`src/rtl/mem_usage_fifo.sv`:
```
// Byte FIFO that tracks live and peak occupancy for the hex-display path.
// It also raises sticky flags when a push or pop has to be rejected.
module mem_usage_fifo #(
   parameter int unsigned WIDTH = 8,
   parameter int unsigned DEPTH = 100,
   parameter int unsigned AW    = 7
) (
   input  logic             clk,
   input  logic             reset_n,
   input  logic             clear,
   input  logic             wr_en,
   input  logic [WIDTH-1:0] wr_data,
   input  logic             rd_en,
   output logic [WIDTH-1:0] rd_data,
   output logic             rd_valid,
   output logic             full,
   output logic             empty,
   output logic [7:0]       mem_used,
   output logic [7:0]       peak_used,
   output logic             overflow,
   output logic             underflow
);

   localparam logic [7:0]    DEPTH_CNT = 8'(DEPTH);
   localparam logic [AW-1:0] LAST_IDX  = AW'(DEPTH - 1);

   logic [WIDTH-1:0] mem [DEPTH];

   logic [AW-1:0]    wr_ptr_q, wr_ptr_d;
   logic [AW-1:0]    rd_ptr_q, rd_ptr_d;
   logic [7:0]       used_q, used_d;
   logic [7:0]       peak_q, peak_d;
   logic             full_q, empty_q;
   logic             rd_valid_q;
   logic [WIDTH-1:0] rd_data_q;
   logic             overflow_q, underflow_q;
   logic             push_ok, pop_ok;

   // A full FIFO still takes a push when a pop frees a slot on the same edge.
   assign push_ok = wr_en & (~full_q | rd_en);
   assign pop_ok  = rd_en & ~empty_q;

   always_comb begin
      wr_ptr_d = wr_ptr_q;
      rd_ptr_d = rd_ptr_q;
      used_d   = used_q;
      if (push_ok) begin
         wr_ptr_d = (wr_ptr_q == LAST_IDX) ? '0 : wr_ptr_q + 1'b1;
      end
      if (pop_ok) begin
         rd_ptr_d = (rd_ptr_q == LAST_IDX) ? '0 : rd_ptr_q + 1'b1;
      end
      case ({push_ok, pop_ok})
         2'b10:   used_d = used_q + 8'd1;
         2'b01:   used_d = used_q - 8'd1;
         default: used_d = used_q;
      endcase
      peak_d = (used_d > peak_q) ? used_d : peak_q;
   end

   // Storage carries no reset so it can map onto block RAM.
   always_ff @(posedge clk) begin
      if (!clear && push_ok) begin
         mem[wr_ptr_q] <= wr_data;
      end
   end

   always_ff @(posedge clk or negedge reset_n) begin
      if (!reset_n) begin
         wr_ptr_q    <= '0;
         rd_ptr_q    <= '0;
         used_q      <= '0;
         peak_q      <= '0;
         full_q      <= 1'b0;
         empty_q     <= 1'b1;
         rd_valid_q  <= 1'b0;
         rd_data_q   <= '0;
         overflow_q  <= 1'b0;
         underflow_q <= 1'b0;
      end else if (clear) begin
         // rd_data deliberately keeps the last popped word across a flush.
         wr_ptr_q    <= '0;
         rd_ptr_q    <= '0;
         used_q      <= '0;
         peak_q      <= '0;
         full_q      <= 1'b0;
         empty_q     <= 1'b1;
         rd_valid_q  <= 1'b0;
         overflow_q  <= 1'b0;
         underflow_q <= 1'b0;
      end else begin
         wr_ptr_q   <= wr_ptr_d;
         rd_ptr_q   <= rd_ptr_d;
         used_q     <= used_d;
         peak_q     <= peak_d;
         full_q     <= (used_d == DEPTH_CNT);
         empty_q    <= (used_d == 8'd0);
         rd_valid_q <= pop_ok;
         if (pop_ok) begin
            rd_data_q <= mem[rd_ptr_q];
         end
         if (wr_en && full_q && !rd_en) begin
            overflow_q <= 1'b1;
         end
         if (rd_en && empty_q) begin
            underflow_q <= 1'b1;
         end
      end
   end

   assign rd_data   = rd_data_q;
   assign rd_valid  = rd_valid_q;
   assign full      = full_q;
   assign empty     = empty_q;
   assign mem_used  = used_q;
   assign peak_used = peak_q;
   assign overflow  = overflow_q;
   assign underflow = underflow_q;

endmodule

```
`config.mk`:
```
export PLATFORM = sky130hd
export DESIGN_NAME = mem_usage_fifo
export DESIGN_NICKNAME = d
export VERILOG_FILES = /design/src/rtl/mem_usage_fifo.sv
export SDC_FILE = /design/constraint.sdc
export NUM_CORES = 1
export LEC_CHECK = 0
export BUFFER_PORTS_ARGS = -buffer_cell sky130_fd_sc_hd__buf_2
export CAP_MARGIN = 25
export CORE_ASPECT_RATIO = 1.5
export CORE_MARGIN = 2
export CORE_UTILIZATION = 51
export CTS_CLUSTER_SIZE = 14
export DETAILED_ROUTE_END_ITERATION = 6
export PLACE_DENSITY = 0.77
export SYNTH_ARGS = -nofsm -noshare
export SYNTH_HDL_FRONTEND = slang
export SYNTH_SLANG_ARGS = --single-unit
```
`constraint.sdc`:
```
create_clock -name clk -period 11.15 [get_ports clk]
set_clock_uncertainty 0.05 [all_clocks]
set_input_delay 0.5575 -clock clk [delete_from_list [all_inputs] [get_ports clk]]
set_output_delay 0.5575 -clock clk [all_outputs]
set_load 0.005 [all_outputs]
```
==> flow_metrics.py, run 1 <==
metrics = {
    "pwr": {
        "max-vdd-ir-drop_uv": 98.1,
        "cellPowerDensity_nw_per_um2": 182,
        "p_leak_nw": 11.2,
    },
    "layout": {
        "fin_nets": 1654,
        "drive_gt1_frac": 0.259,
        "layout_common_cells": "edfxtp_1, mux4_2, nor2_1, clkbuf_16, nand2_1",
        "diodes": 0,
        "final_common_cell": "edfxtp_1",
        "area_growth_pct": 10.4,
    },
    "worst_setup_path": {
        "r2r_cells": 19,
        "worst_setup_path_end_kind": "register",
        "cp_max_fo": 22,
        "r2r-start": "full",
        "path_cells": "nand2_1, nand2_1, ha_1, xor2_1, ha_1, inv_1, o21ai_0, a21oi_1, a311oi_1, nor2_1, xnor2_1, inv_1, ha_1, and3_1, nand3_1, o21ai_0, maj3_1, o31ai_4, mux2_2",
        "cp-start-kind": "register",
        "cpMostUsedCell": "ha_1",
        "crit_type": "reg2reg",
        "cp.arrival_ns": 5.45,
        "ff2ff_setup_slack_ns": 6.14,
        "critPathSlowestCell": "ha_1",
        "rr_endpoint": "peak_used[1]",
        "slowest_delay_ns": 0.73,
        "critPathRequiredTime_ns": 11.59,
        "crit_start": "full",
    },
    "detailed_routing": {
        "via_per_inst": 6.35,
        "drt_pass1_iterations": 6,
        "drt-initial-drc-count": 2146,
        "wirelength_um": 75000,
        "antenna_left": 0,
        "routedWlPerCell_um": 29.6,
        "vias": 16100,
        "drc_errors": 0,
    },
    "synth": {
        "post_synth_num_cell_types": 56,
        "netlist_area_um2": 33400,
        "syn_inst": 1578,
        "async_flop_share": 0.0510,
        "syn-num-nets": 1602,
        "synth_seq_cells": 843,
        "synth_edf_count": 800,
        "yosysWarnings": 0,
        "netlist_top_cells_area": "edfxtp_1, mux4_2, dfrtp_1, nor2_1, clkbuf_1",
        "synth_ff_type": "edfxtp_1",
        "synth.top_cell.area_share": 0.719,
        "synth_area_leader_cell": "edfxtp_1",
        "avgSynthCellArea_um2": 21.2,
        "yosysSeqAreaShare": 0.751,
    },
    "die": {
        "die_area_um2": 67600,
        "core-area_um2": 64600,
        "num_io_pins": 42,
        "die_w_um": 213,
        "dieHeight_um": 317,
        "rows": 114,
        "start_util": 0.517,
    },
    "timing": {
        "hold_ws_ns": 0.0527,
        "final-hold-violation-count": 0,
        "relSlewSlack": 0.234,
        "clock.fmax_mhz": 199,
        "worstMarginPinSlew_ns": 1.15,
        "maxSlewViolCount": 0,
        "rsz0062_at_grt": "no",
        "setup_viol": 0,
        "fin_crit_ns": 5.01,
        "fin_tns_setup_ns": 0,
        "fin_crit_sh": 0.450,
    },
    "grt": {
        "grt_pass1_vias": 16600,
        "grt_use_total": 0.222,
        "antenna_found_initial": 0,
        "grt_pass1_wl_um": 109000,
        "grt_max_degree": 164,
        "overflow": 0,
    },
    "clock_network": {
        "postCtsResizedCells": 0,
        "path_clk_slew_ns": 0.07,
        "clk_path_buf_depth": 3,
        "cts_made_buffers": 72,
        "cts_setup_buffers": 0,
        "clockRootBuffer": "clkbuf_16",
        "cts_tree": "built",
        "htreeDepth": 3,
        "hold_buffers": 0,
        "clock_sinks": 843,
        "clk-insertion-delay-late_ns": 0.61,
    },
    "run_status": {
        "status": "finished clean",
    },
    "place": {
        "gp_congestion": 0.854,
        "hpwl_um": 42100,
        "io_buffers": 41,
    },
    "flow_run": {
        "maxCapViolCount": 0,
    },
    "min_path": {
        "hp-class": "in2async",
    },
}
-- worst max-delay path: cells and delay by family (launching register included) --
family                   cells  cell delay, ns
AO/OA/AOI/OAI                5            0.99
XOR/XNOR                     2            0.45
adder cells (fa/ha/maj)      4            1.74
buffers and inverters        2            0.13
flip-flops                   1            0.38
multiplexers                 1            0.40
AND/OR/NAND/NOR              5            0.74
-- area by class of cell --
| cell class | count | area, µm² |
|---|---|---|
| well taps | 870 | 1090 |
| multi-input cells | 631 | 7880 |
| inverters | 16 | 60.1 |
| clock inverters | 9 | 85.1 |
| flip-flops and latches | 843 | 25100 |
| clock buffers | 99 | 2010 |
| repair buffers | 66 | 648 |
| fillers | 4438 | 27700 |
-- how the worst max path moves through the flow --
stage | slack (ns) | end | cells after the start
after floorplan | 6.31 | peak_used[0] | 23
after global placement | 5.86 | peak_used[7] | 21
after detailed placement | 5.77 | peak_used[1] | 21
after CTS | 6.17 | peak_used[6] | 19
after global routing | 5.72 | peak_used[4] | 19
final | 6.14 | peak_used[1] | 19
-- synth_stat cells, drive strengths merged, types with 2 or more instances --
library cell	n
nor2b	13
clkbuf	49
o21a	3
or3b	2
o21ai	33
o22ai	2
inv	16
nand3	19
xnor2	5
and3b	2
nor4	2
buf	39
or2	2
edfxtp	800
and3	4
a311oi	2
xor2	6
a21oi	21
mux2	10
and4	3
ha	11
nor2	140
and4b	2
a211oi	3
mux4	256
nand2	39
nand2b	4
nor3	9
nand4	3
dfrtp	42
mux2i	16
-- cells by family after synthesis --
kind of cell	share of synthesized area
DFF	0.751
and+or+nand+nor	0.0334
xor gates and xnor gates	0.00288
muxes	0.181
AOI/OAI and AO/OA	0.0141
buffers and inverters	0.0130
adders and majority gates	0.00442
-- registers in the layout, indices dropped and copies added, names as in the netlist, 7 cells and up --
register   count
mem          800
mem_used       8
peak_used      8
rd_data        8
rd_ptr_q       7
wr_ptr_q       7
-- layer usage --
metal,wire [µm],GRT usage,vias up,share of wire
met5,0,0,-,0
met4,3060,0.0971,0,0.041
met3,5520,0.0320,155,0.074
met2,40100,0.383,858,0.53
met1,26300,0.280,8476,0.35
li1,-,-,6596,-
-- report_power, final --
part	switching (W)	internal [W]	total, W
registers	0.0000547	0.00350	0.00355
clock network	0.00107	0.00127	0.00234
logic	0.000422	0.000403	0.000825
-- per-stage QoR --
step | power, W | instance area (µm²) | util | setup slack, ns | std cells
after global placement | 0.00439 | 34500 | 0.533 | 5.86 | 2413
after detailed placement | 0.00442 | 34500 | 0.534 | 5.77 | 2415
after global routing | 0.00690 | 36900 | 0.571 | 5.72 | 2534
final | 0.00672 | 36900 | 0.571 | 6.14 | 2534
after CTS | 0.00672 | 36600 | 0.566 | 6.17 | 2523
after floorplan | 0.00416 | 33400 | - | 6.31 | 1578
Note: power is estimated with default switching activity, not from simulation.
==> run 2, diff against run 1 <==
--- a/config.mk
+++ b/config.mk
@@ -12,7 +12,7 @@
 export CORE_UTILIZATION = 51
 export CTS_CLUSTER_SIZE = 14
 export DETAILED_ROUTE_END_ITERATION = 6
-export PLACE_DENSITY = 0.77
+export PLACE_DENSITY = 0.79
 export SYNTH_ARGS = -nofsm -noshare
 export SYNTH_HDL_FRONTEND = slang
 export SYNTH_SLANG_ARGS = --single-unit
==> constraint.sdc (replaced) <==
create_clock -name clk -period 4.19 [get_ports clk]
set_clock_uncertainty 0.05 [all_clocks]
set_input_delay 0.2095 -clock clk [delete_from_list [all_inputs] [get_ports clk]]
set_output_delay 0.2095 -clock clk [all_outputs]
set_load 0.005 [all_outputs]
==> run 2 against run 1 <==
  * Global-route usage grew 0.51 points
  * Count of clock-buffer cells in the layout fell by 3
  * Via count up 2.7%
  * Core utilization rose by 1.2 points
==> flow_metrics.py, run 2 (synthesized netlist as in run 1, its figures left out) <==
metrics = {
    "layout": {
        "final_common_cell": "edfxtp_1",
        "diodes": 0,
        "layout_common_cells": "edfxtp_1, mux4_2, nor2_1, buf_4, clkbuf_16",
        "regMostFlops": "mem",
        "drive_gt1_frac": 0.296,
        "largest_reg_flops": 800,
        "fin_nets": 1742,
        "fillers": 4360,
        "area_growth_pct": 12.7,
        "fin_util": 0.583,
    },
    "min_path": {
        "hp-class": "in2reg",
        "hp-start": "clear",
        "hold_depth": 2,
        "whs_endpoint": "underflow",
    },
    "worst_setup_path": {
        "r2r_cells": 19,
        "crit_type": "reg2reg",
        "r2r-start": "empty",
        "rr_endpoint": "peak_used[5]",
        "critPathRequiredTime_ns": 4.62,
        "cp-start-kind": "register",
        "cp_max_fo": 8,
        "cp.arrival_ns": 4.60,
        "ff2ff_setup_slack_ns": 0.02,
        "worst_setup_path_end_kind": "register",
    },
    "clock_network": {
        "clk-insertion-delay-late_ns": 0.61,
        "clock_sinks": 843,
        "clk_path_buf_depth": 3,
        "cts_made_buffers": 72,
        "path_clk_slew_ns": 0.06,
        "clockRootBuffer": "clkbuf_16",
        "cts_tree": "built",
        "htreeDepth": 3,
    },
    "timing": {
        "setup_viol": 0,
        "worstMarginPinSlew_ns": 1.06,
        "rsz0062_at_grt": "yes",
        "final-hold-violation-count": 0,
        "maxSlewViolCount": 0,
        "relSlewSlack": 0.295,
        "clock.fmax_mhz": 240,
        "fin_crit_sh": 0.994,
        "hold_ws_ns": 0.0557,
        "fin_crit_ns": 4.17,
    },
    "die": {
        "die_area_um2": 67600,
        "start_util": 0.517,
        "core-area_um2": 64600,
        "die_w_um": 213,
        "dieHeight_um": 317,
        "num_io_pins": 42,
        "rows": 114,
    },
    "grt": {
        "grt_pass1_wl_um": 112000,
        "grt_use_total": 0.227,
        "grt_pass1_vias": 17200,
        "antenna_found_initial": 1,
        "overflow": 0,
        "grt_max_degree": 101,
    },
    "pwr": {
        "total_power_w": 0.0180,
        "max-vdd-ir-drop_uv": 342,
        "p_leak_nw": 11.6,
        "cellPowerDensity_nw_per_um2": 478,
    },
    "detailed_routing": {
        "drt-initial-drc-count": 1713,
        "wirelength_um": 76000,
        "drt_pass1_iterations": 7,
        "via_per_inst": 6.30,
        "routedWlPerCell_um": 29.0,
        "drc_errors": 0,
        "vias": 16500,
        "antenna_left": 0,
    },
    "run_status": {
        "status": "finished clean",
    },
    "place": {
        "hpwl_um": 44800,
        "io_buffers": 41,
        "gp_congestion": 0.878,
    },
    "flow_run": {
        "maxCapViolCount": 0,
    },
}
==> run 2: metrics by stage <==
stage | TNS, ns | cell area, µm² | setup slack (ns) | instances
floorplan | -0.468 | 33500 | -0.0585 | 1578
global placement | -0.216 | 35200 | -0.0282 | 2490
detailed placement | -0.930 | 35200 | -0.124 | 2490
CTS | -0.00505 | 37300 | -0.00505 | 2603
global route | -0.892 | 37700 | -0.124 | 2621
finish | 0 | 37700 | 0.0231 | 2621
==> run 2: where the power goes <==
part	switching, W	internal, W	total (W)
Clock	0.00279	0.00333	0.00612
Sequential	0.000125	0.00931	0.00944
Combinational	0.00122	0.00124	0.00246
Total	0.00414	0.0139	0.0180
==> run 2: how the worst max path moves through the flow <==
stage | from | end | slack (ns) | depth (start not counted)
floorplan | full | peak_used[0] | -0.06 | 22
global placement | empty | peak_used[1] | -0.03 | 18
detailed placement | empty | peak_used[1] | -0.12 | 18
CTS | empty | peak_used[7] | -0.005 | 18
global route | empty | peak_used[5] | -0.12 | 19
finish | empty | peak_used[5] | 0.02 | 19
==> run 2: metal layers <==
layer / wire length, µm / track usage / up-vias
li1: - / - / 6761
met1: 26400 / 0.278 / 8665
met2: 40400 / 0.394 / 911
met3: 5290 / 0.0358 / 188
met4: 3920 / 0.106 / 0
met5: 0 / 0 / -
==> run 2: layout make-up <==
| class | count | area (µm²) | share of cell area |
|---|---|---|---|
| clock buffers | 96 | 1960 | 0.0522 |
| clock inverters | 11 | 98.8 | 0.00262 |
| inverters | 16 | 62.6 | 0.00166 |
| flip-flops and latches | 843 | 25100 | 0.667 |
| well taps | 870 | 1090 | 0.0289 |
| multi-input cells | 631 | 7970 | 0.211 |
| repair buffers | 154 | 1370 | 0.0363 |
==> run 2: critical path, cell delays in order, from the launching register on <==
cell	delay [ns]
dfstp_2	0.56
nor2_4	0.05
ha_4	0.18
buf_12	0.13
and4b_1	0.28
and4_4	0.25
nor3_4	0.04
a311oi_2	0.18
o21ai_1	0.11
xor2_1	0.18
inv_1	0.09
ha_4	0.28
inv_4	0.04
a311o_1	0.28
a211oi_2	0.14
nand2b_1	0.08
a222oi_1	0.51
o31ai_4	0.16
buf_12	0.18
mux2_4	0.29
==> run 2: timing repair <==
item                                   in CTS  in global routing
hold buffers                                5                  6
cloned                                      0                  1
endpoints found under the hold margin      76                 48
setup endpoints to repair                   8                  8
setup buffers                               1                  5
gates resized for setup                     5                 11
pin swaps                                   3                  3
